`src/rtl/toggle_activity_monitor.sv`:
```
`default_nettype none
// ============================================================================
// Module   : toggle_activity_monitor
// Purpose  : Watches a stream of ALU samples {a, b, y} and builds per-window
//            activity statistics. For each sample it counts the y bit toggles
//            against the previous accepted y. It also counts popcount(a) and
//            popcount(b). Every WINDOW accepted samples it hands out the
//            window sums plus the peak per-sample toggle count.
// Ports    : clk, rst          - clock, synchronous active-high reset
//            in_valid/in_ready - sample handshake (a, b, y operands/result)
//            out_valid/out_ready - result handshake
//            out_toggles, out_hw_a, out_hw_b - saturating window sums
//            out_peak          - max per-sample y toggle count (0..8)
// Revision : 1.0 - initial release
// ============================================================================
module toggle_activity_monitor #(
    parameter int WINDOW = 16,
    parameter int CNT_W  = 16
) (
    input  logic             clk,
    input  logic             rst,
    input  logic             in_valid,
    output logic             in_ready,
    input  logic [7:0]       a,
    input  logic [7:0]       b,
    input  logic [7:0]       y,
    output logic             out_valid,
    input  logic             out_ready,
    output logic [CNT_W-1:0] out_toggles,
    output logic [CNT_W-1:0] out_hw_a,
    output logic [CNT_W-1:0] out_hw_b,
    output logic [3:0]       out_peak
);

    localparam int                c_CNT_BITS = $clog2(WINDOW);
    localparam logic [c_CNT_BITS-1:0] c_LAST = c_CNT_BITS'(WINDOW - 1);

    localparam logic [0:0] c_ST_ACCUM = 1'b0;
    localparam logic [0:0] c_ST_HOLD  = 1'b1;

    function automatic logic [3:0] popcount8(input logic [7:0] v);
        logic [3:0] n;
        n = 4'd0;
        for (int i = 0; i < 8; i++) begin
            n = n + {3'b000, v[i]};
        end
        return n;
    endfunction

    // Adds a small per-sample count and clamps at all-ones instead of wrapping.
    function automatic logic [CNT_W-1:0] sat_add(input logic [CNT_W-1:0] acc,
                                                 input logic [3:0]       inc);
        logic [CNT_W:0] s;
        s = {1'b0, acc} + {{(CNT_W - 3){1'b0}}, inc};
        return s[CNT_W] ? {CNT_W{1'b1}} : s[CNT_W-1:0];
    endfunction

    logic [0:0]            r_state;
    logic [c_CNT_BITS-1:0] r_cnt;
    logic [7:0]            r_y_prev;
    logic [CNT_W-1:0]      r_acc_tog;
    logic [CNT_W-1:0]      r_acc_hw_a;
    logic [CNT_W-1:0]      r_acc_hw_b;
    logic [3:0]            r_peak;
    logic [CNT_W-1:0]      r_out_tog;
    logic [CNT_W-1:0]      r_out_hw_a;
    logic [CNT_W-1:0]      r_out_hw_b;
    logic [3:0]            r_out_peak;

    logic                  w_accept;
    logic                  w_close;
    logic [3:0]            w_tog;
    logic [3:0]            w_peak_next;
    logic [CNT_W-1:0]      w_tog_sum;
    logic [CNT_W-1:0]      w_hw_a_sum;
    logic [CNT_W-1:0]      w_hw_b_sum;

    assign out_valid   = (r_state == c_ST_HOLD);
    assign out_toggles = r_out_tog;
    assign out_hw_a    = r_out_hw_a;
    assign out_hw_b    = r_out_hw_b;
    assign out_peak    = r_out_peak;

    // Only stall when closing this window would overwrite a result that is
    // still pending and not being taken this cycle.
    assign in_ready = ~(out_valid & ~out_ready & (r_cnt == c_LAST));

    assign w_accept    = in_valid & in_ready;
    assign w_close     = w_accept & (r_cnt == c_LAST);
    assign w_tog       = popcount8(y ^ r_y_prev);
    assign w_peak_next = (w_tog > r_peak) ? w_tog : r_peak;
    assign w_tog_sum   = sat_add(r_acc_tog, w_tog);
    assign w_hw_a_sum  = sat_add(r_acc_hw_a, popcount8(a));
    assign w_hw_b_sum  = sat_add(r_acc_hw_b, popcount8(b));

    always_ff @(posedge clk) begin
        if (rst) begin
            r_state    <= c_ST_ACCUM;
            r_cnt      <= '0;
            r_y_prev   <= 8'h00;
            r_acc_tog  <= '0;
            r_acc_hw_a <= '0;
            r_acc_hw_b <= '0;
            r_peak     <= 4'd0;
            r_out_tog  <= '0;
            r_out_hw_a <= '0;
            r_out_hw_b <= '0;
            r_out_peak <= 4'd0;
        end else begin
            if (w_accept) begin
                r_y_prev <= y;
                if (w_close) begin
                    // Window result includes the closing sample; accumulators
                    // restart empty for the next window.
                    r_cnt      <= '0;
                    r_out_tog  <= w_tog_sum;
                    r_out_hw_a <= w_hw_a_sum;
                    r_out_hw_b <= w_hw_b_sum;
                    r_out_peak <= w_peak_next;
                    r_acc_tog  <= '0;
                    r_acc_hw_a <= '0;
                    r_acc_hw_b <= '0;
                    r_peak     <= 4'd0;
                end else begin
                    r_cnt      <= r_cnt + 1'b1;
                    r_acc_tog  <= w_tog_sum;
                    r_acc_hw_a <= w_hw_a_sum;
                    r_acc_hw_b <= w_hw_b_sum;
                    r_peak     <= w_peak_next;
                end
            end

            case (r_state)
                c_ST_ACCUM: begin
                    if (w_close) r_state <= c_ST_HOLD;
                end
                c_ST_HOLD: begin
                    // A close on the consuming edge reloads and stays in HOLD.
                    if (out_ready && !w_close) r_state <= c_ST_ACCUM;
                end
                default: r_state <= c_ST_ACCUM;
            endcase
        end
    end

endmodule
`default_nettype wire

```
`config.mk`:
```
export PLATFORM = sky130hd
export DESIGN_NAME = toggle_activity_monitor
export DESIGN_NICKNAME = d
export VERILOG_FILES = /design/src/rtl/toggle_activity_monitor.sv
export SDC_FILE = /design/constraint.sdc
export NUM_CORES = 1
export LEC_CHECK = 0
export ABC_AREA = 1
export CAP_MARGIN = 20
export CORE_MARGIN = 3
export CORE_UTILIZATION = 51
export CTS_BUF_LIST = sky130_fd_sc_hd__clkbuf_4 sky130_fd_sc_hd__clkbuf_8
export DETAILED_ROUTE_END_ITERATION = 10
export GPL_ROUTABILITY_DRIVEN = 0
export PLACE_DENSITY = 0.84
export SLEW_MARGIN = 20
export SYNTH_ARGS = -nofsm -noshare
export SYNTH_HDL_FRONTEND = slang
export SYNTH_SLANG_ARGS = --single-unit
```
`constraint.sdc`:
```
create_clock -name clk -period 6.2 [get_ports clk]
set_clock_uncertainty 0.1 [all_clocks]
set_input_delay 1.86 -clock clk [delete_from_list [all_inputs] [get_ports clk]]
set_output_delay 1.86 -clock clk [all_outputs]
set_load 0.02 [all_outputs]
```
==> impl_metrics.csv, run 1 <==
group,metric,value,unit
status,status,"complete, no violations",
global_route,grt_overflow,0,
synthesis,synth-compound-area-share,7.51,%
worst_setup_path,slowest_stage,"fa_1",
synthesis,syn_nets,1002,
synthesis,yosys_warnings,0,
timing,slew_viol_final,0,
synthesis,muxShareOfSynthArea,0,%
synthesis,postSynthAreaPerCell,6.88,um2
synthesis,netlist_area,0.00643,mm2
hold_path,min_path_type,"reg -> reg",
global_route,grt_max_degree,65,
synthesis,yosysTopAreaCellShare,36.4,%
synthesis,async_reset_ff_share,0,%
finish,finalNonFillerCells,1200,
timing,hold_viol,0,
die,fp.coreArea,0.0122,mm2
power,p_sw_share,35.6,%
power,pwr-share-comb,38.0,%
global_route,met3_usage,6.08,%
finish,final_util,65.0,%
global_route,use_met2,33.7,%
drt,dr.pass1.iters,5,
worst_setup_path,crit_required,6.47,ns
synthesis,synthDistinctLibCells,33,
power,p_total,2.38,mW
die,die_x,118,um
worst_setup_path,cp_data_arrival_time,6.37,ns
global_route,grt_pass1_wl,25600,um
finish,design_area,0.00790,mm2
synthesis,synth_top_cell_by_area,"dfxtp_1",
drt,wl_per_cell,12.5,um
clocking,cts_sinks,117,
drt,drc,0,
drt,num_vias,6134,
synthesis,ys_seq_elements,117,
power,power.share.clock,27.4,%
timing,setup_tns,0,ns
power,p_leak,3.63,nW
placement,portBuffers,81,
timing,setup_slack,0.0963,ns
global_route,grt_use_total,21.8,%
finish,layout.nets,1087,
synthesis,synthTopCellsByArea,"dfxtp_1, nand2_1, nand3_1, inv_1, fa_1",
die,pin_count,82,
worst_setup_path,r2r_setup_slack,1.64,ns
synthesis,yosys.area_share.simple,35.8,%
finish,insertedDiodeCount,0,
clocking,clkTransAtPathRegs,0.06,ns
clocking,cts_tree,"yes",
placement,place_area,0.00744,mm2
run,maxCapViolCount,0,
worst_setup_path,path_cells,"clkdlybuf4s50_1 > xnor2_1 > fa_1 > inv_1 > fa_1 > inv_1 > fa_1 > inv_1 > ha_1 > inv_1 > fa_2 > fa_2 > inv_1 > nand3_1 > a21oi_2 > nand3b_1 > nand2_1 > nand2_1 > a21oi_1",
drt,drt-initial-drc-count,553,
power,p_per_area,301,mW/mm2
global_route,top_usage_layer,"met2",
worst_setup_path,crit_path_end_kind,"flip-flop",
drt,via_per_inst,5.11,
synthesis,synthAdderAreaFrac,9.33,%
synthesis,synth_top_family_by_area,"simple AND/OR/NAND/NOR gates",
timing,fmax,0.164,GHz
finish,fill_cells,1069,
global_route,antenna_found_initial,0,
clocking,numCtsBuffers,17,
synthesis,seq_area_frac_synth,36.4,%
finish,layout-drive-gt1-share,9.98,%
die,die_height,118,um
global_route,met1_usage,28.7,%
worst_setup_path,cpMostUsedCell,"inv_1",
clocking,h-tree-depth,4,
timing,period_needed,6.10,ns
synthesis,synth-edff-count,0,
synthesis,synth_flop_cell,"dfxtp_1",
timing,slew_headroom,37.8,%
finish,seq_area,0.00234,mm2
drt,ant_nets,0,
timing,worst_hold_slack,0.344,ns
clocking,clock_path_buffers,2,
global_route,grt_pass1_vias,5752,
synthesis,synthXorXnorAreaFrac,2.45,%
worst_setup_path,cp-start-kind,"input port",
placement,dp_hpwl,10200,um
timing,worst_pin_slew,0.934,ns
clocking,clock_latency,0.44,ns
worst_setup_path,crit_path_max_fanout,6,
finish,syn_to_final_growth,22.8,%
timing,finalCritPeriodShare,98.4,%
clocking,cts_root_buf,"clkbuf_8",
die,initial_core_util,52.9,%
worst_setup_path,critical_path_class,"in -> reg",
power,vdd_drop_max,0.173,mV
timing,setup-violations-final,0,
worst_setup_path,max_stage_delay,0.53,ns
power,p_sw,847,uW
placement,place_inst,1168,
power,p_int,1.53,mW
die,die-area,0.0140,mm2
finish,multiInputGateArea,0.00363,mm2
drt,drt-total-wl,15000,um
clocking,ctsHoldBuffers,0,
placement,dp_slack,-0.411,ns
synthesis,netlist_instances,935,
power,pwr-share-seq,34.6,%
die,rows,40,
-- cell usage after synthesis (2+ instances only) --
master and n:
clkbuf_1 13, nand2_1 370, dfxtp_1 117, ha_1 24, inv_2 2, nand4_1 3
nand2_4 2, nor2_1 45, nand2_2 7, a21oi_1 57, a21oi_2 9, buf_4 2
fa_1 15, nand3_1 78, nand3b_1 14, o21ai_0 19, nand3_2 4, xor2_1 10
xnor2_1 8, nor3_1 7, or2_2 7, inv_1 96, buf_2 16
-- layout make-up --
type                       count  share of cell area (%)
multi-input combinational    686                    46.0
timing repair buffer          99                    12.2
clock inverter                 3                   0.190
sequential                   117                    29.6
clock buffer                  28                    4.56
tap                          168                    2.66
inverter                      99                    4.70
-- cell usage in the layout (no fill, tap or decap), types with 8 or more instances in the layout --
master,count
a21oi_1,54
a21oi_2,12
buf_4,16
clkbuf_8,24
clkdlybuf4s50_1,80
dfxtp_1,117
fa_1,13
ha_1,23
inv_1,96
nand2_1,365
nand2_2,11
nand3_1,74
nand3_2,8
nand3b_1,14
nor2_1,43
o21ai_0,19
xnor2_1,8
xor2_1,9
-- routing by layer --
metal  part of all wire, %  vias up
li1                      -     3104
met1                    46     2791
met2                    45      216
met3                   7.7       23
met4                   1.6        0
met5                     0        -
-- registers in the layout, summed over array words and instances (netlist names), 4 cells and up --
name,cells
out_hw_b,16
out_toggles,16
r_cnt,4
r_peak,4
out_hw_a,16
r_acc_tog,16
r_y_prev,8
out_peak,4
r_acc_hw_b,16
r_acc_hw_a,16
-- timing repair --
action                                  CTS  global route
resized for setup                         0            18
endpoints found under the setup margin    0            32
setup buffers                             0             1
-- worst max-delay path: cells and delay by family --
| family | cells | cell delay (ns) |
|---|---|---|
| fa+ha+maj | 6 | 2.58 |
| buf+inv | 6 | 0.72 |
| simple gates | 4 | 0.70 |
| compound gates | 2 | 0.34 |
| xor+xnor | 1 | 0.16 |
-- kinds of logic after synthesis --
group,Yosys count
AND/OR/NAND/NOR,541
buffers and inverters,132
flip-flops,117
AO/OA/AOI/OAI,88
adder cells (fa/ha/maj),39
XOR/XNOR,18
-- worst paths after layout --
check                    from            to  cells past startpoint
setup / recovery         y[1]  r_acc_tog[3]                     19
hold / removal    out_hw_b[1]   out_hw_b[1]                      2
setup reg to reg  r_y_prev[1]  r_acc_tog[3]                     18
hold reg to reg   out_hw_b[1]   out_hw_b[1]                      2
-- power by group through the flow --
stage,Clock [mW],Sequential [mW],Combinational [mW]
global route,0.697,0.829,1.05
detailed placement,0,0.839,0.866
global placement,0,0.839,0.839
CTS,0.666,0.823,0.870
floorplan,0,0.833,0.674
finish,0.651,0.824,0.904
Power figures use the tool's default switching activity.
==> run 2: changes to the inputs <==
--- a/config.mk
+++ b/config.mk
@@ -13,6 +13,7 @@
 export DETAILED_ROUTE_END_ITERATION = 10
 export GPL_ROUTABILITY_DRIVEN = 0
 export PLACE_DENSITY = 0.84
+export RECOVER_POWER = 50
 export SLEW_MARGIN = 20
 export SYNTH_ARGS = -nofsm -noshare
 export SYNTH_HDL_FRONTEND = slang
==> impl_metrics.csv, run 2 (synthesis gave the netlist of run 1 again) <==
group,metric,value,unit
die,initial_core_util,52.9,%
finish,syn_to_final_growth,22.1,%
power,p_per_area,302,mW/mm2
power,pwr-share-seq,34.8,%
worst_setup_path,path_cells,"clkdlybuf4s50_1 > xnor2_1 > fa_1 > inv_1 > fa_1 > inv_1 > fa_1 > inv_1 > ha_1 > inv_1 > fa_2 > fa_2 > inv_1 > nand3_1 > a21oi_2 > nand3b_1 > nand2_1 > nand2_1 > a21oi_1",
finish,layout.nets,1087,
drt,wl_per_cell,12.5,um
finish,insertedDiodeCount,0,
die,rows,40,
worst_setup_path,r2r_start,"r_y_prev[1]",
timing,setup-violations-final,0,
worst_setup_path,cpMostUsedCell,"inv_1",
worst_setup_path,timing.rr.end,"r_acc_tog[3]",
hold_path,min_path_type,"reg -> reg",
clocking,clock_path_buffers,2,
global_route,grt_overflow,0,
worst_setup_path,crit_path_end_kind,"flip-flop",
worst_setup_path,critical_path_class,"in -> reg",
hold_path,whs_endpoint,"out_hw_b[1]",
worst_setup_path,max_stage_delay,0.53,ns
timing,slew_viol_final,53,
power,p_total,2.37,mW
global_route,grt_use_total,21.8,%
timing,hold_viol,0,
power,pwr-share-comb,37.6,%
power,power.share.clock,27.6,%
drt,drt-initial-drc-count,499,
drt,ant_nets,0,
finish,final_util,64.6,%
drt,drt-total-wl,14900,um
drt,drc,0,
worst_setup_path,crit_required,6.48,ns
power,p_int,1.53,mW
die,die_x,118,um
drt,num_vias,6125,
worst_setup_path,path_depth,19,
global_route,grt_max_degree,65,
power,p_leak,3.80,nW
power,p_sw_share,35.7,%
finish,layout_common_cells,"nand2_1, dfxtp_1, inv_1, nand3_1, dlygate4sd3_1",
power,p_sw,845,uW
die,fp.coreArea,0.0122,mm2
die,die-area,0.0140,mm2
die,die_height,118,um
timing,period_needed,6.07,ns
worst_setup_path,r2r_setup_slack,1.66,ns
worst_setup_path,cp-start-kind,"input port",
global_route,grt_pass1_wl,25600,um
timing,setup_tns,0,ns
clocking,ctsHoldBuffers,0,
clocking,cts_sinks,117,
clocking,clkTransAtPathRegs,0.06,ns
status,status,"finished with violations",
placement,portBuffers,81,
clocking,cts_root_buf,"clkbuf_8",
drt,via_per_inst,5.10,
finish,final_common_cell,"nand2_1",
status,violations,"capacitance limit, slew limit",
clocking,clock_latency,0.45,ns
worst_setup_path,worst-path-buf-inv,6,
timing,fmax,0.165,GHz
worst_setup_path,cp_data_arrival_time,6.35,ns
global_route,grt_pass1_vias,5752,
worst_setup_path,reg2regPathDepth,18,
global_route,antenna_found_initial,0,
hold_path,hp-start,"out_hw_b[1]",
timing,worst_pin_slew,1.63,ns
clocking,h-tree-depth,4,
run,maxCapViolCount,1,
hold_path,hold_depth,2,
timing,slew_headroom,-8.87,%
timing,finalCritPeriodShare,98.0,%
worst_setup_path,crit_path_max_fanout,6,
worst_setup_path,cp_top_family,"adder cells",
drt,dr.pass1.iters,5,
clocking,cts_tree,"yes",
power,vdd_drop_max,0.174,mV
clocking,numCtsBuffers,17,
finish,layout-drive-gt1-share,9.01,%
worst_setup_path,slowest_stage,"fa_1",
die,pin_count,82,
finish,fill_cells,1078,
placement,dp_hpwl,10200,um
[run 2: worst max path at each step]
| stage | end | start |
|---|---|---|
| floorplan | r_acc_tog[8] | y[1] |
| global placement | r_acc_tog[8] | y[1] |
| detailed placement | r_acc_tog[1] | y[1] |
| CTS | r_acc_tog[5] | y[1] |
| global route | r_acc_tog[13] | y[1] |
| finish | r_acc_tog[3] | y[1] |
[run 2: repair_timing]
action	4_1_cts	5_1_grt
endpoints found under the setup margin	0	32
gates resized for setup	0	18
setup buffers	0	1
[run 2: metal layers]
| metal | wire, um | up-vias | track usage [%] |
|---|---|---|---|
| li1 | - | 3111 | - |
| met1 | 6830 | 2763 | 28.7 |
| met2 | 6670 | 226 | 33.7 |
| met3 | 1170 | 25 | 6.08 |
| met4 | 275 | 0 | 9.45 |
| met5 | 0 | - | 0 |
[run 2: stage by stage]
| step | cell area [um2] | hold WS, ns | setup WS [ns] | instances |
|---|---|---|---|---|
| final | 7860 | 0.339 | 0.125 | 1200 |
| after global placement | 7440 | 0.327 | -0.282 | 1168 |
| after floorplan | 6430 | 0.344 | 0.329 | 935 |
| after global routing | 7860 | 0.365 | -0.0698 | 1200 |
| after CTS | 7810 | 0.347 | 0.0794 | 1199 |
| after detailed placement | 7440 | 0.331 | -0.411 | 1168 |
[run 2: worst reg2reg max path: stages (launching register included)]
cell and delay, ns:
dfxtp_1 0.32, xnor2_1 0.15, fa_1 0.53, inv_1 0.05, fa_1 0.52, inv_1 0.05
fa_1 0.52, inv_1 0.04, ha_1 0.20, inv_1 0.09, fa_2 0.46, fa_2 0.35
inv_1 0.06, nand3_1 0.11, a21oi_2 0.21, nand3b_1 0.29, nand2_1 0.19, nand2_1 0.07
a21oi_1 0.14
[run 2: layout make-up]
class                           count  area, um2  area share [%]
Sequential cell                   117       2340            29.8
Inverter                           99        372            4.73
Clock buffer                       28        360            4.59
Multi-Input combinational cell    686       3620            46.0
Clock inverter                      3       15.0           0.191
Timing Repair Buffer               99        942            12.0
Tap cell                          168        210            2.67
[run 2: power groups by stage]
stage / logic, mW / registers (mW) / clock network, mW
CTS: 0.870 / 0.823 / 0.666
finish: 0.891 / 0.824 / 0.655
global route: 1.03 / 0.829 / 0.697
global placement: 0.839 / 0.839 / 0
detailed placement: 0.866 / 0.839 / 0
floorplan: 0.674 / 0.833 / 0
==> run 3: changes to the inputs <==
--- a/config.mk
+++ b/config.mk
@@ -7,6 +7,7 @@
 export LEC_CHECK = 0
 export ABC_AREA = 1
 export CAP_MARGIN = 20
+export CORE_ASPECT_RATIO = 0.9
 export CORE_MARGIN = 3
 export CORE_UTILIZATION = 51
 export CTS_BUF_LIST = sky130_fd_sc_hd__clkbuf_4 sky130_fd_sc_hd__clkbuf_8
==> impl_metrics.csv, run 3 (synthesis gave the netlist of run 1 again) <==
group,metric,value,unit
status,status,"finished with violations",
status,violations,"capacitance limit, slew limit",
worst_setup_path,crit_path_end_kind,"flip-flop",
global_route,grt_max_degree,65,
timing,finalCritPeriodShare,97.5,%
worst_setup_path,path_cells,"clkdlybuf4s50_1 > xnor2_1 > fa_1 > inv_1 > fa_1 > inv_1 > fa_1 > inv_1 > ha_1 > inv_1 > fa_2 > fa_2 > inv_1 > nand3_2 > nand2_2 > nand2_2 > or2_2 > nand3_1 > nand2_1 > a21oi_2",
die,die_x,124,um
power,vdd_drop_max,0.172,mV
die,die-area,0.0140,mm2
worst_setup_path,crit_path_max_fanout,4,
timing,fmax,0.165,GHz
finish,final_util,64.5,%
clocking,clkTransAtPathRegs,0.07,ns
finish,final_common_cell,"nand2_1",
hold_path,whs_endpoint,"out_hw_b[3]",
power,p_per_area,307,mW/mm2
finish,seq_area,0.00234,mm2
power,pwr-share-seq,34.2,%
global_route,grt_use_total,21.2,%
power,p_sw_share,36.8,%
worst_setup_path,r2r_setup_slack,1.71,ns
die,fp.coreArea,0.0122,mm2
finish,syn_to_final_growth,22.0,%
worst_setup_path,cpMostUsedCell,"inv_1",
drt,wl_per_cell,12.3,um
worst_setup_path,slowest_stage,"fa_1",
drt,drc,0,
finish,design_area,0.00785,mm2
clocking,cts_root_buf,"clkbuf_8",
global_route,grt_overflow,0,
run,maxCapViolCount,2,
global_route,antenna_found_initial,0,
clocking,cts_tree,"yes",
clocking,cts_sinks,117,
placement,portBuffers,81,
finish,layout-drive-gt1-share,9.14,%
finish,layout.nets,1093,
drt,drt-initial-drc-count,523,
drt,dr.pass1.iters,6,
worst_setup_path,cp-start-kind,"input port",
global_route,grt_pass1_wl,25100,um
worst_setup_path,crit_required,6.46,ns
worst_setup_path,r2r_start,"r_y_prev[1]",
finish,insertedDiodeCount,0,
power,power.share.clock,27.5,%
hold_path,hold_depth,2,
die,die_height,113,um
die,pin_count,82,
power,p_leak,3.76,nW
timing,setup_slack,0.157,ns
die,rows,38,
clocking,h-tree-depth,4,
placement,dp_slack,-0.372,ns
power,pwr-share-comb,38.3,%
placement,place_area,0.00747,mm2
clocking,clock_latency,0.43,ns
worst_setup_path,reg2regPathDepth,19,
placement,dp_hpwl,9800,um
finish,fill_cells,1131,
worst_setup_path,cp_data_arrival_time,6.30,ns
drt,ant_nets,0,
drt,drt-total-wl,14700,um
worst_setup_path,max_stage_delay,0.54,ns
drt,via_per_inst,5.08,
timing,period_needed,6.04,ns
timing,worst_pin_slew,2.95,ns
power,p_int,1.52,mW
timing,slew_headroom,-96.6,%
timing,setup-violations-final,0,
worst_setup_path,critical_path_class,"in -> reg",
timing,slew_viol_final,118,
power,p_sw,887,uW
worst_setup_path,timing.rr.end,"r_acc_tog[6]",
clocking,clock_path_buffers,2,
power,p_total,2.41,mW
clocking,numCtsBuffers,17,
timing,hold_viol,0,
finish,multiInputGateArea,0.00357,mm2
hold_path,hp-start,"out_hw_b[3]",
die,initial_core_util,52.9,%
hold_path,min_path_type,"reg -> reg",
finish,layout_common_cells,"nand2_1, dfxtp_1, inv_1, nand3_1, dlygate4sd3_1",
clocking,ctsHoldBuffers,0,
global_route,grt_pass1_vias,5544,
drt,num_vias,6095,
==> run 3: stage by stage <==
step / hold slack, ns / instances / setup TNS (ns)
6_report: 0.342 / 1199 / 0
4_1_cts: 0.351 / 1198 / 0
3_5_place_dp: 0.333 / 1166 / -10.72
3_3_place_gp: 0.328 / 1166 / -8.07
2_1_floorplan: 0.344 / 935 / 0
5_1_grt: 0.367 / 1199 / -0.296
==> run 3: how the worst max path moves through the flow <==
stage / cells after the start / slack (ns) / from / end
floorplan: 20 / 0.33 / y[1] / r_acc_tog[8]
global placement: 19 / -0.29 / y[1] / r_acc_tog[15]
CTS: 21 / 0.003 / y[1] / r_acc_tog[8]
global route: 22 / -0.05 / y[1] / r_acc_tog[11]
finish: 20 / 0.16 / y[1] / r_acc_tog[6]
detailed placement: 19 / -0.37 / y[1] / r_acc_tog[13]
==> run 3: worst max-delay path: cells and delay by family <==
family	cells	cell delay [ns]
fa+ha+maj	6	2.64
simple gates	6	0.79
buf+inv	6	0.73
xor+xnor	1	0.15
compound gates	1	0.12
==> run 3: power by group through the flow <==
stage	combinational [mW]	sequential, mW	clock (mW)
after floorplan	0.674	0.833	0
after global placement	0.895	0.839	0
after detailed placement	0.914	0.840	0
after CTS	0.922	0.823	0.677
after global routing	1.08	0.828	0.713
final	0.923	0.824	0.663
==> run 3: final cells by class <==
cell class              count  share of cell area, %
multi-input cells         686                   45.5
flip-flops and latches    117                   29.8
well taps                 160                   2.55
clock inverters            14                   1.66
inverters                  99                   4.74
repair buffers            105                   12.6
clock buffers              18                   3.16
==> run 3: per-layer routing <==
metal / GRT usage (%) / part of all wire, %
met5: 0 / 0
met4: 6.21 / 0.95
met3: 5.14 / 6.5
met2: 33.5 / 45
met1: 29.1 / 47
==> run 3: repair_timing <==
item,4_1_cts,5_1_grt
resized for setup,0,16
setup buffers,0,1
setup endpoints to repair,0,37
==> patch: new RTL, settings of run 3 <==
Set the parameter `WINDOW` to 32 (it was 16).
--- a/src/rtl/toggle_activity_monitor.sv
+++ b/src/rtl/toggle_activity_monitor.sv
@@ -15,5 +15,5 @@
 // ============================================================================
 module toggle_activity_monitor #(
-    parameter int WINDOW = 16,
+    parameter int WINDOW = 32,
     parameter int CNT_W  = 16
 ) (
Behaviour: same outputs for any inputs over 10 cycles, from zero or initial values and one cycle with rst high; that may be too few to reach the edited logic, so the function may still have changed.
==> patch against run 3 <==
Wire length increased by 2.4%; synthesized cell count decreased by 5.6%; the run still ends with capacitance limit, slew limit left; critical path depth unchanged; sequential cell count increased by 1; largest power group unchanged; setup slack got worse by 0.016 ns; non-clock buffer count decreased by 10; sequential power increased by 1%; total power increased by 8.3%; first-iteration DRC count decreased by 15%; cell area increased by 0.11%; area after synthesis decreased by 1.4%; sequential share of layout area increased by 0.22 points; highest routed layer unchanged.
==> patch: results (changes against run 3) <==
INFO  metric status = finished with violations
INFO  metric violations = capacitance limit, slew limit
INFO  metric gr-usage-all-layers = 22.6% (+1.3 points)
INFO  metric layout_cell_share_with_drive_strength_beyond_1 = 8.67% (-0.47 points)
INFO  metric regArea = 0.00236 mm² (+0.85%)
INFO  metric detailroute.via_count = 5933 (-2.7%)
INFO  metric drv_cap = 1 (-1)
INFO  metric grt_first_pass_wirelength = 25800 µm (+2.6%)
INFO  metric timing.critical_path.fanout_max = 7 (+3)
INFO  metric vdd.ir_drop.worst = 0.000199 V (+16%)
INFO  metric finalHoldWorstSlack = 0.350 ns (+0.00731 ns)
INFO  metric placed_area = 0.00730 mm² (-2.3%)
INFO  metric synth_fa_ha_area_share = 9.67% (+0.33 points)
INFO  metric wl_per_cell = 13.3 µm (+8.1%)
INFO  metric dp.cells = 1102 (-5.5%)
INFO  metric synth_compound_area_share = 9.88% (+2.4 points)
INFO  metric netlist-cell-type-count = 31 (-6.1%)
INFO  metric fmaxAchievable = 165 MHz (-0.26%)
INFO  metric timing.critical_path.arrival = 6.32 ns (+0.02 ns)
INFO  metric endpoint_of_the_worst_hold_timing_path = out_hw_a[14]
INFO  metric tightest_slew = 1.72 ns (-1.23 ns)
INFO  metric detailed_route_wl = 15100 µm (+2.4%)
INFO  metric detailed_route_iter0_violations = 447 (-15%)
INFO  metric worstReg2RegEnd = r_acc_tog[3]
INFO  metric p_leak = 3.63 nW (-3.3%)
INFO  metric final_nets = 1035 (-5.3%)
INFO  metric worst-r2r-setup-slack = 1.65 ns (-0.06 ns)
INFO  metric final-max-slew-violation-count = 54 (-54%)
INFO  metric first_pass_iters = 7 (+1)
INFO  metric final.fill_count = 1004 (-11%)
INFO  metric yosys-top-cells-count = 301 x sky130_fd_sc_hd__nand2_1, 118 x sky130_fd_sc_hd__dfxtp_1, 84 x sky130_fd_sc_hd__inv_1
INFO  metric worst_hold_startpoint = out_hw_a[14]
INFO  metric grt_pass1_vias = 5703 (+2.9%)
INFO  metric ys_top_cells_by_area = sky130_fd_sc_hd__dfxtp_1 37%, sky130_fd_sc_hd__nand2_1 18%, sky130_fd_sc_hd__nand3_1 5.9%, sky130_fd_sc_hd__inv_1 5.0%, sky130_fd_sc_hd__ha_1 4.9%
INFO  metric synthXorXnorAreaFrac = 2.76% (+0.31 points)
INFO  metric dp.final_hpwl = 10000 µm (+2.0%)
INFO  metric largest_net_degree_at_the_start_of_global_routing = 67 (+3.1%)
INFO  metric post_synthesis_mean_instance_area = 7.18 µm² (+4.4%)
patch: how the worst max path moves through the flow:
stage | from | to | slack (ns) | cells after the start
final | y[2] | r_acc_tog[3] | 0.14 | 20
after global routing | y[2] | r_acc_tog[3] | -0.05 | 20
after CTS | y[1] | r_acc_tog[9] | 0.002 | 20
after detailed placement | y[1] | r_acc_tog[9] | -0.45 | 20
after global placement | y[1] | r_acc_tog[15] | -0.35 | 20
after floorplan | y[1] | r_acc_tog[11] | 0.29 | 19
patch: report_power, final:
| part | internal (mW) | total [mW] | switching, mW |
|---|---|---|---|
| combinational | 0.382 | 0.907 | 0.526 |
| sequential | 0.804 | 0.836 | 0.0317 |
| clock | 0.551 | 0.867 | 0.315 |
| total | 1.74 | 2.61 | 0.873 |
patch: metal layers:
layer / vias up / wire length, µm / global-route usage (%)
li1: 2998 / - / -
met1: 2770 / 6920 / 29.3
met2: 155 / 7250 / 36.8
met3: 10 / 802 / 6.65
met4: 0 / 124 / 5.46
met5: - / 0 / 0
patch: repair_timing:
item                                   4_1_cts  5_1_grt
gates resized for setup                      0       17
hold buffers                                 0        0
endpoints found under the hold margin        0        0
setup buffers                                0        2
setup endpoints to repair                    0       30
patch: cell type report:
class                      count  share of cell area (%)
multi-input combinational    647                    45.3
sequential                   118                    30.1
timing repair buffer          95                    11.6
inverter                      88                    4.20
clock buffer                  20                    3.50
clock inverter                12                    2.83
tap                          156                    2.48
patch: logic make-up after synthesis:
kind of cell,Yosys count
buf+inv,118
compound gates,106
simple gates,481
flops,118
fa+ha+maj,40
xor+xnor,20
patch: worst max-delay path: stages:
cell and delay (ns):
sky130_fd_sc_hd__clkdlybuf4s50_1 0.43, sky130_fd_sc_hd__xnor2_1 0.16, sky130_fd_sc_hd__fa_1 0.51, sky130_fd_sc_hd__inv_1 0.05, sky130_fd_sc_hd__fa_1 0.53, sky130_fd_sc_hd__inv_1 0.06, sky130_fd_sc_hd__fa_1 0.52, sky130_fd_sc_hd__inv_1 0.04
sky130_fd_sc_hd__ha_1 0.20, sky130_fd_sc_hd__inv_1 0.09, sky130_fd_sc_hd__fa_2 0.47, sky130_fd_sc_hd__fa_2 0.36, sky130_fd_sc_hd__nand3b_1 0.19, sky130_fd_sc_hd__nand2_2 0.12, sky130_fd_sc_hd__nand2_4 0.08, sky130_fd_sc_hd__nor2_4 0.17
sky130_fd_sc_hd__nand2_4 0.13, sky130_fd_sc_hd__nand2_2 0.11, sky130_fd_sc_hd__nand2_1 0.06, sky130_fd_sc_hd__a21oi_2 0.17
